### config.mk
export PLATFORM = sky130hd
export DESIGN_NAME = lsu_mem_ctrl
export DESIGN_NICKNAME = d
export VERILOG_FILES = /design/src/rtl/lsu_pkg.sv /design/src/rtl/lsu_load_align.sv /design/src/rtl/lsu_mem_ctrl.sv
export SDC_FILE = /design/constraint.sdc
export NUM_CORES = 1
export LEC_CHECK = 0
export ABC_AREA = 0
export BUFFER_PORTS_ARGS = -buffer_cell sky130_fd_sc_hd__buf_4
export CORE_ASPECT_RATIO = 0.5
export CORE_MARGIN = 2
export CORE_UTILIZATION = 40
export DETAILED_ROUTE_END_ITERATION = 16
export GPL_ROUTABILITY_DRIVEN = 1
export PLACE_DENSITY = 0.75
export SLEW_MARGIN = 0
export SYNTH_ARGS = -nofsm -noshare
export SYNTH_HDL_FRONTEND = slang
export SYNTH_SLANG_ARGS = --single-unit
### constraint.sdc
create_clock -name clk -period 1.5 [get_ports clk]
set_input_delay 0 -clock clk [delete_from_list [all_inputs] [get_ports clk]]
set_output_delay 0 -clock clk [all_outputs]
set_load 0.01 [all_outputs]
### src/rtl/lsu_pkg.sv
// Shared definitions for the load/store controller.
//   - RISC-V funct3 encodings for loads and stores
//   - controller FSM state type
//   - byte-lane strobe encodings used by the data memory
package lsu_pkg;

    localparam logic [2:0] F3_B  = 3'b000;
    localparam logic [2:0] F3_H  = 3'b001;
    localparam logic [2:0] F3_W  = 3'b010;
    localparam logic [2:0] F3_BU = 3'b100;
    localparam logic [2:0] F3_HU = 3'b101;

    typedef enum logic [1:0] {
        IDLE,
        MEM,
        RESP
    } state_t;

    localparam logic [3:0] STRB_W  = 4'b1111;
    localparam logic [3:0] STRB_H0 = 4'b0011;
    localparam logic [3:0] STRB_H1 = 4'b1100;
    localparam logic [3:0] STRB_B0 = 4'b0001;
    localparam logic [3:0] STRB_B1 = 4'b0010;
    localparam logic [3:0] STRB_B2 = 4'b0100;
    localparam logic [3:0] STRB_B3 = 4'b1000;

endpackage

### src/rtl/lsu_load_align.sv
// Load data alignment: selects the addressed byte/halfword/word from a
// 32-bit memory word and sign- or zero-extends it according to funct3.
// Ports:
//   mem_rd  - raw 32-bit word read from memory
//   addr    - byte offset within the word
//   funct3  - load type (LB/LH/LW/LBU/LHU)
//   rdata   - right-aligned, extended load result (0 for non-load funct3)
module lsu_load_align
    import lsu_pkg::*;
(
    input  logic [31:0] mem_rd,
    input  logic [1:0]  addr,
    input  logic [2:0]  funct3,
    output logic [31:0] rdata
);

    logic [7:0]  byte_sel;
    logic [15:0] half_sel;

    always_comb begin
        byte_sel = mem_rd[{addr, 3'b000} +: 8];
        half_sel = addr[1] ? mem_rd[31:16] : mem_rd[15:0];
    end

    always_comb begin
        rdata = '0;
        case (funct3)
            F3_B:    rdata = {{24{byte_sel[7]}}, byte_sel};
            F3_BU:   rdata = {24'h000000, byte_sel};
            F3_H:    rdata = {{16{half_sel[15]}}, half_sel};
            F3_HU:   rdata = {16'h0000, half_sel};
            F3_W:    rdata = mem_rd;
            default: rdata = '0;
        endcase
    end

endmodule

### src/rtl/lsu_mem_ctrl.sv
// Load/store controller between the execute stage and a word-addressed data
// memory. One request at a time: IDLE accepts, MEM performs the single-cycle
// access, RESP holds the response until the consumer takes it. Misaligned,
// out-of-range and illegal-funct3 requests skip MEM and answer with resp_err.
// Ports:
//   clk, reset                    - clock, synchronous active-high reset
//   req_valid/req_ready           - request handshake
//   req_we, req_funct3, req_addr,
//   req_wdata                     - request payload
//   resp_valid/resp_ready         - response handshake
//   resp_rdata, resp_err          - response payload
//   mem_we, mem_addr, mem_wdata,
//   mem_strobe                    - memory access (active only in MEM)
//   mem_rd                        - combinational memory read data
module lsu_mem_ctrl
    import lsu_pkg::*;
#(
    parameter int unsigned DEPTH_WORDS = 64
) (
    input  logic        clk,
    input  logic        reset,
    input  logic        req_valid,
    output logic        req_ready,
    input  logic        req_we,
    input  logic [2:0]  req_funct3,
    input  logic [31:0] req_addr,
    input  logic [31:0] req_wdata,
    output logic        resp_valid,
    input  logic        resp_ready,
    output logic [31:0] resp_rdata,
    output logic        resp_err,
    output logic        mem_we,
    output logic [31:0] mem_addr,
    output logic [31:0] mem_wdata,
    output logic [3:0]  mem_strobe,
    input  logic [31:0] mem_rd
);

    localparam logic [32:0] ADDR_LIMIT = 33'(DEPTH_WORDS) << 2;

    state_t      state;
    state_t      state_next;

    logic        lat_we;
    logic [2:0]  lat_f3;
    logic [31:0] lat_addr;
    logic [31:0] lat_wdata;

    logic        req_bad;
    logic [31:0] load_data;

    // Request error detection
    always_comb begin
        req_bad = 1'b0;
        case (req_funct3)
            F3_B:         req_bad = 1'b0;
            F3_H:         req_bad = req_addr[0];
            F3_W:         req_bad = (req_addr[1:0] != 2'b00);
            F3_BU:        req_bad = req_we;
            F3_HU:        req_bad = req_we | req_addr[0];
            default:      req_bad = 1'b1;
        endcase
        if ({1'b0, req_addr} >= ADDR_LIMIT) begin
            req_bad = 1'b1;
        end
    end

    lsu_load_align u_align (
        .mem_rd (mem_rd),
        .addr   (lat_addr[1:0]),
        .funct3 (lat_f3),
        .rdata  (load_data)
    );

    // FSM: state register
    always_ff @(posedge clk) begin
        if (reset) begin
            state <= IDLE;
        end else begin
            state <= state_next;
        end
    end

    // FSM: next state
    always_comb begin
        state_next = state;
        case (state)
            IDLE: if (req_valid) state_next = req_bad ? RESP : MEM;
            MEM:  state_next = RESP;
            RESP: if (resp_ready) state_next = IDLE;
            default: state_next = IDLE;
        endcase
    end

    // FSM: outputs
    always_comb begin
        req_ready  = (state == IDLE);
        resp_valid = (state == RESP);
        mem_we     = 1'b0;
        mem_strobe = '0;
        if (state == MEM) begin
            // Gate with reset so a reset landing in MEM cannot commit the store.
            mem_we = lat_we & ~reset;
            case (lat_f3)
                F3_W: mem_strobe = STRB_W;
                F3_H, F3_HU: mem_strobe = lat_addr[1] ? STRB_H1 : STRB_H0;
                F3_B, F3_BU: begin
                    case (lat_addr[1:0])
                        2'd0:    mem_strobe = STRB_B0;
                        2'd1:    mem_strobe = STRB_B1;
                        2'd2:    mem_strobe = STRB_B2;
                        default: mem_strobe = STRB_B3;
                    endcase
                end
                default: mem_strobe = '0;
            endcase
        end
    end

    // Request latch and response registers. The memory address/data are only
    // reloaded by requests that will reach MEM, so they hold their last
    // values across errors and idle periods.
    always_ff @(posedge clk) begin
        if (reset) begin
            lat_we     <= 1'b0;
            lat_f3     <= '0;
            lat_addr   <= '0;
            lat_wdata  <= '0;
            resp_rdata <= '0;
            resp_err   <= 1'b0;
        end else begin
            case (state)
                IDLE: begin
                    if (req_valid) begin
                        if (req_bad) begin
                            resp_err   <= 1'b1;
                            resp_rdata <= '0;
                        end else begin
                            lat_we    <= req_we;
                            lat_f3    <= req_funct3;
                            lat_addr  <= req_addr;
                            lat_wdata <= req_wdata;
                            resp_err  <= 1'b0;
                        end
                    end
                end
                MEM: begin
                    resp_rdata <= lat_we ? '0 : load_data;
                end
                RESP: begin
                    if (resp_ready) begin
                        resp_rdata <= '0;
                        resp_err   <= 1'b0;
                    end
                end
                default: ;
            endcase
        end
    end

    assign mem_addr  = lat_addr;
    assign mem_wdata = lat_wdata;

endmodule

==> impl_results.md <==
* Global Route Usage Sum at 25.5%
* Failing checks: negative setup slack
* ANT nets after route at 0
* Outcome: finished with violations
* Synth Cell Area at 4080 µm²
* DRC at 0
* Simple-gate portion of the synthesized area at 19.1%
* RSZ-0062 raised after global routing: true
* Post-synthesis adder-cell area fraction at 0%
* Vias per std cell at 5.33
* Gpl congestion at 0.862
* Initial antenna violation count at 0
* Worst vdd rail ir drop at 618 µV
* Worst slew pin tran at 0.393 ns
* Final Core Density at 76.5%
* Slew Limit Fails at 0
* Placed cell areas at 5900 µm²
* Final net count at 877
* Die Ht at 75.4 µm
* Lkg Pwr at 3.17 nW
* P&R area growth vs syn at 81.5%
* Async set-reset flop share out of synthesis at 0%
* Synth area leaders: dfxtp_1 (51%), nand2_1 (9.5%), a21oi_1 (8.7%), o32ai_1 (6.9%), and3_1 (4.0%)
* Distinct cells, synth at 36
* Post-Syn Instances at 480
* EDFF count, synth at 0
* Most common library cell in the layout ignoring fill and taps: buf_4
* Register area at 2080 µm²
* Initial Util at 42.2%
* Pre-antenna DRT Iters at 5
* Worst-case clock skew at 0.00698 ns
* Syn nets at 584
* CP required at 1.74 ns
* Port bufs at 207
* Mux cell area share after synthesis at 0.952%
* Fin. Hold Viols at 0
* WS Path Type: flip-flop to flip-flop
* Power per cell area at 787 nW/µm²
* H-tree depth at 3
* Wire length per cell at 17.7 µm
* #FFs+latches synth at 103
* Slew margin rel. at 73.8%
* Global route total overflow at 0
* # fillers at 650
* Register area share after synthesis at 50.6%
* Vias in the first global route at 4546
* Post-synthesis compound-gate area fraction at 22.1%
* Clock transition at path regs at 0.07 ns
* Mean Syn Cell Area at 8.49 µm²
* # rows at 25
* Final instance area at 7400 µm²
* Cell taking the most area after synthesis: dfxtp_1
* HP Class: input pin to flip-flop
* Total I/O pin count at 208
* First-pass GRT wire length at 22500 µm
* Via count at 4867
* Post-layout minimum cycle time at 1.67 ns
* Crit start category: flip-flop
* Crit share post-route at 111%
* Number of inserted diodes at 0
* DP HPWL at 9180 µm
* Largest net degree at the start of global routing at 39
* Max Cap Violations at 0
* Endpoints failing setup at 22
* Setup crit end kind: flip-flop
* Clock Sinks at 103
* Die ar. at 11100 µm²
* Multi-input gate area at 1960 µm²
* Clock Path Buffers at 2
* Core area at 9670 µm²
* Top-area cell type share of the netlist area at 50.6%
* Layout cell share with drive strength beyond 1 at 40.5%
* Root Buffer: clkbuf_16
* CTS tree: built
* YS warnings at 0
* Commonest cells after routing, fill and taps aside: buf_4 (230), nand2_1 (102), dfxtp_1 (97)
* Drt total wl at 16200 µm
* Overall die width at 147 µm
* Clock buffer count from CTS at 9
* DRC marker count from the first detailed-route iteration at 283
* Clk_lat worst skew at 0.34 ns
* Fmax at 0.599 GHz
* Post-route setup slack at -0.171 ns
* Main combinational cell family by area after synthesis: compound AO/OA/AOI/OAI gates
* Critical path arrival at 1.91 ns
* XOR/XNOR Fraction of Synth Area at 0%
* Main flop type after synthesis: dfxtp_1
* Crit path max fanout at 8
stage by stage:
step           std cells  setup WS (ns)  setup TNS (ns)  hold slack (ns)  total power, mW
2_1_floorplan        480         -0.104           -1.39            0.128             2.96
3_5_place_dp         811         -0.150           -2.53            0.256             3.26
4_1_cts              908         -0.126           -1.21          0.00639             5.80
5_1_grt              913         -0.191           -3.26           0.0312             5.98
6_report             913         -0.171           -1.48           0.0156             5.82
3_3_place_gp         811        -0.0760          -0.651            0.247             3.26
synthesized netlist by cell type (2+ instances only):
library cell  count
a2111oi_4         2
a211oi_1          2
a21o_1            2
a21oi_1          71
a221oi_1         15
and2_1            2
and3_1           26
and4_1            2
buf_2             8
clkbuf_1         29
dfxtp_1         103
inv_1            34
nand2_1         103
nand2b_1          4
nor2_1           14
nor2b_1           4
nor3_1            2
nor4_1            6
o21ai_0           3
o32ai_1          32
cell type report:
cell class | count | area share, %
clock buffer | 9 | 3.05
clock inverter | 7 | 1.07
inverter | 34 | 1.73
multi-input combinational | 304 | 26.5
sequential | 103 | 28.2
tap | 135 | 2.28
timing repair buffer | 321 | 37.2
kinds of logic after synthesis:
logic type | count (synthesis)
AO/OA/AOI/OAI | 131
buffers and inverters | 73
flip-flops | 103
multiplexers | 3
AND/OR/NAND/NOR | 170
path summary, 6_finish.rpt:
| kind | start | endpoint | slack, ns | depth (start not counted) |
|---|---|---|---|---|
| hold / removal | reset | mem_wdata[11]$_SDFFE_PP0P_ | 0.02 | 2 |
| hold reg to reg | mem_wdata[15]$_SDFFE_PP0P_ | mem_wdata[15]$_SDFFE_PP0P_ | 0.46 | 2 |
| setup / recovery | mem_addr[1]$_SDFFE_PP0P_ | resp_rdata[12]$_SDFFE_PP0P_ | -0.17 | 7 |
| setup reg to reg | mem_addr[1]$_SDFFE_PP0P_ | resp_rdata[12]$_SDFFE_PP0P_ | -0.17 | 7 |
routing by layer:
metal / up-vias / global-route usage [%] / part of all wire (%)
met5: - / 0 / 0
met1: 2281 / 30.1 / 40
met2: 250 / 47.4 / 50
met3: 71 / 5.69 / 6.3
met4: 0 / 9.17 / 4.2
li1: 2265 / - / -
state kept, by name (all words and copies together) (netlist names):
signal	flops
state	2
mem_addr	32
lat_we	1
mem_wdata	32
resp_rdata	32
lat_f3	3
resp_err	1
what timing repair did:
action | CTS | global route
hold endpoints to repair | 76 | 0
pin swaps | 19 | 17
gates cloned | 2 | 4
buffers inserted | 3 | 2
resized for setup | 33 | 38
setup endpoints to repair | 33 | 72
hold buffers | 76 | 0
power by group:
part           total (mW)  switching [mW]  leakage (nW)  internal (mW)
Sequential           2.73         0.00594         0.834           2.73
Clock                2.40            1.09         0.144           1.32
Combinational       0.680           0.277          2.20          0.403
Total                5.82            1.37          3.17           4.45
worst max-delay path, cell delays in order, from the launching register on:
cell	delay, ns
dfxtp_4	0.36
buf_6	0.11
mux2_4	0.23
nand2_4	0.05
a2111oi_4	0.37
buf_6	0.24
a221oi_2	0.05
o32ai_1	0.14
Power figures use the tool's default switching activity.
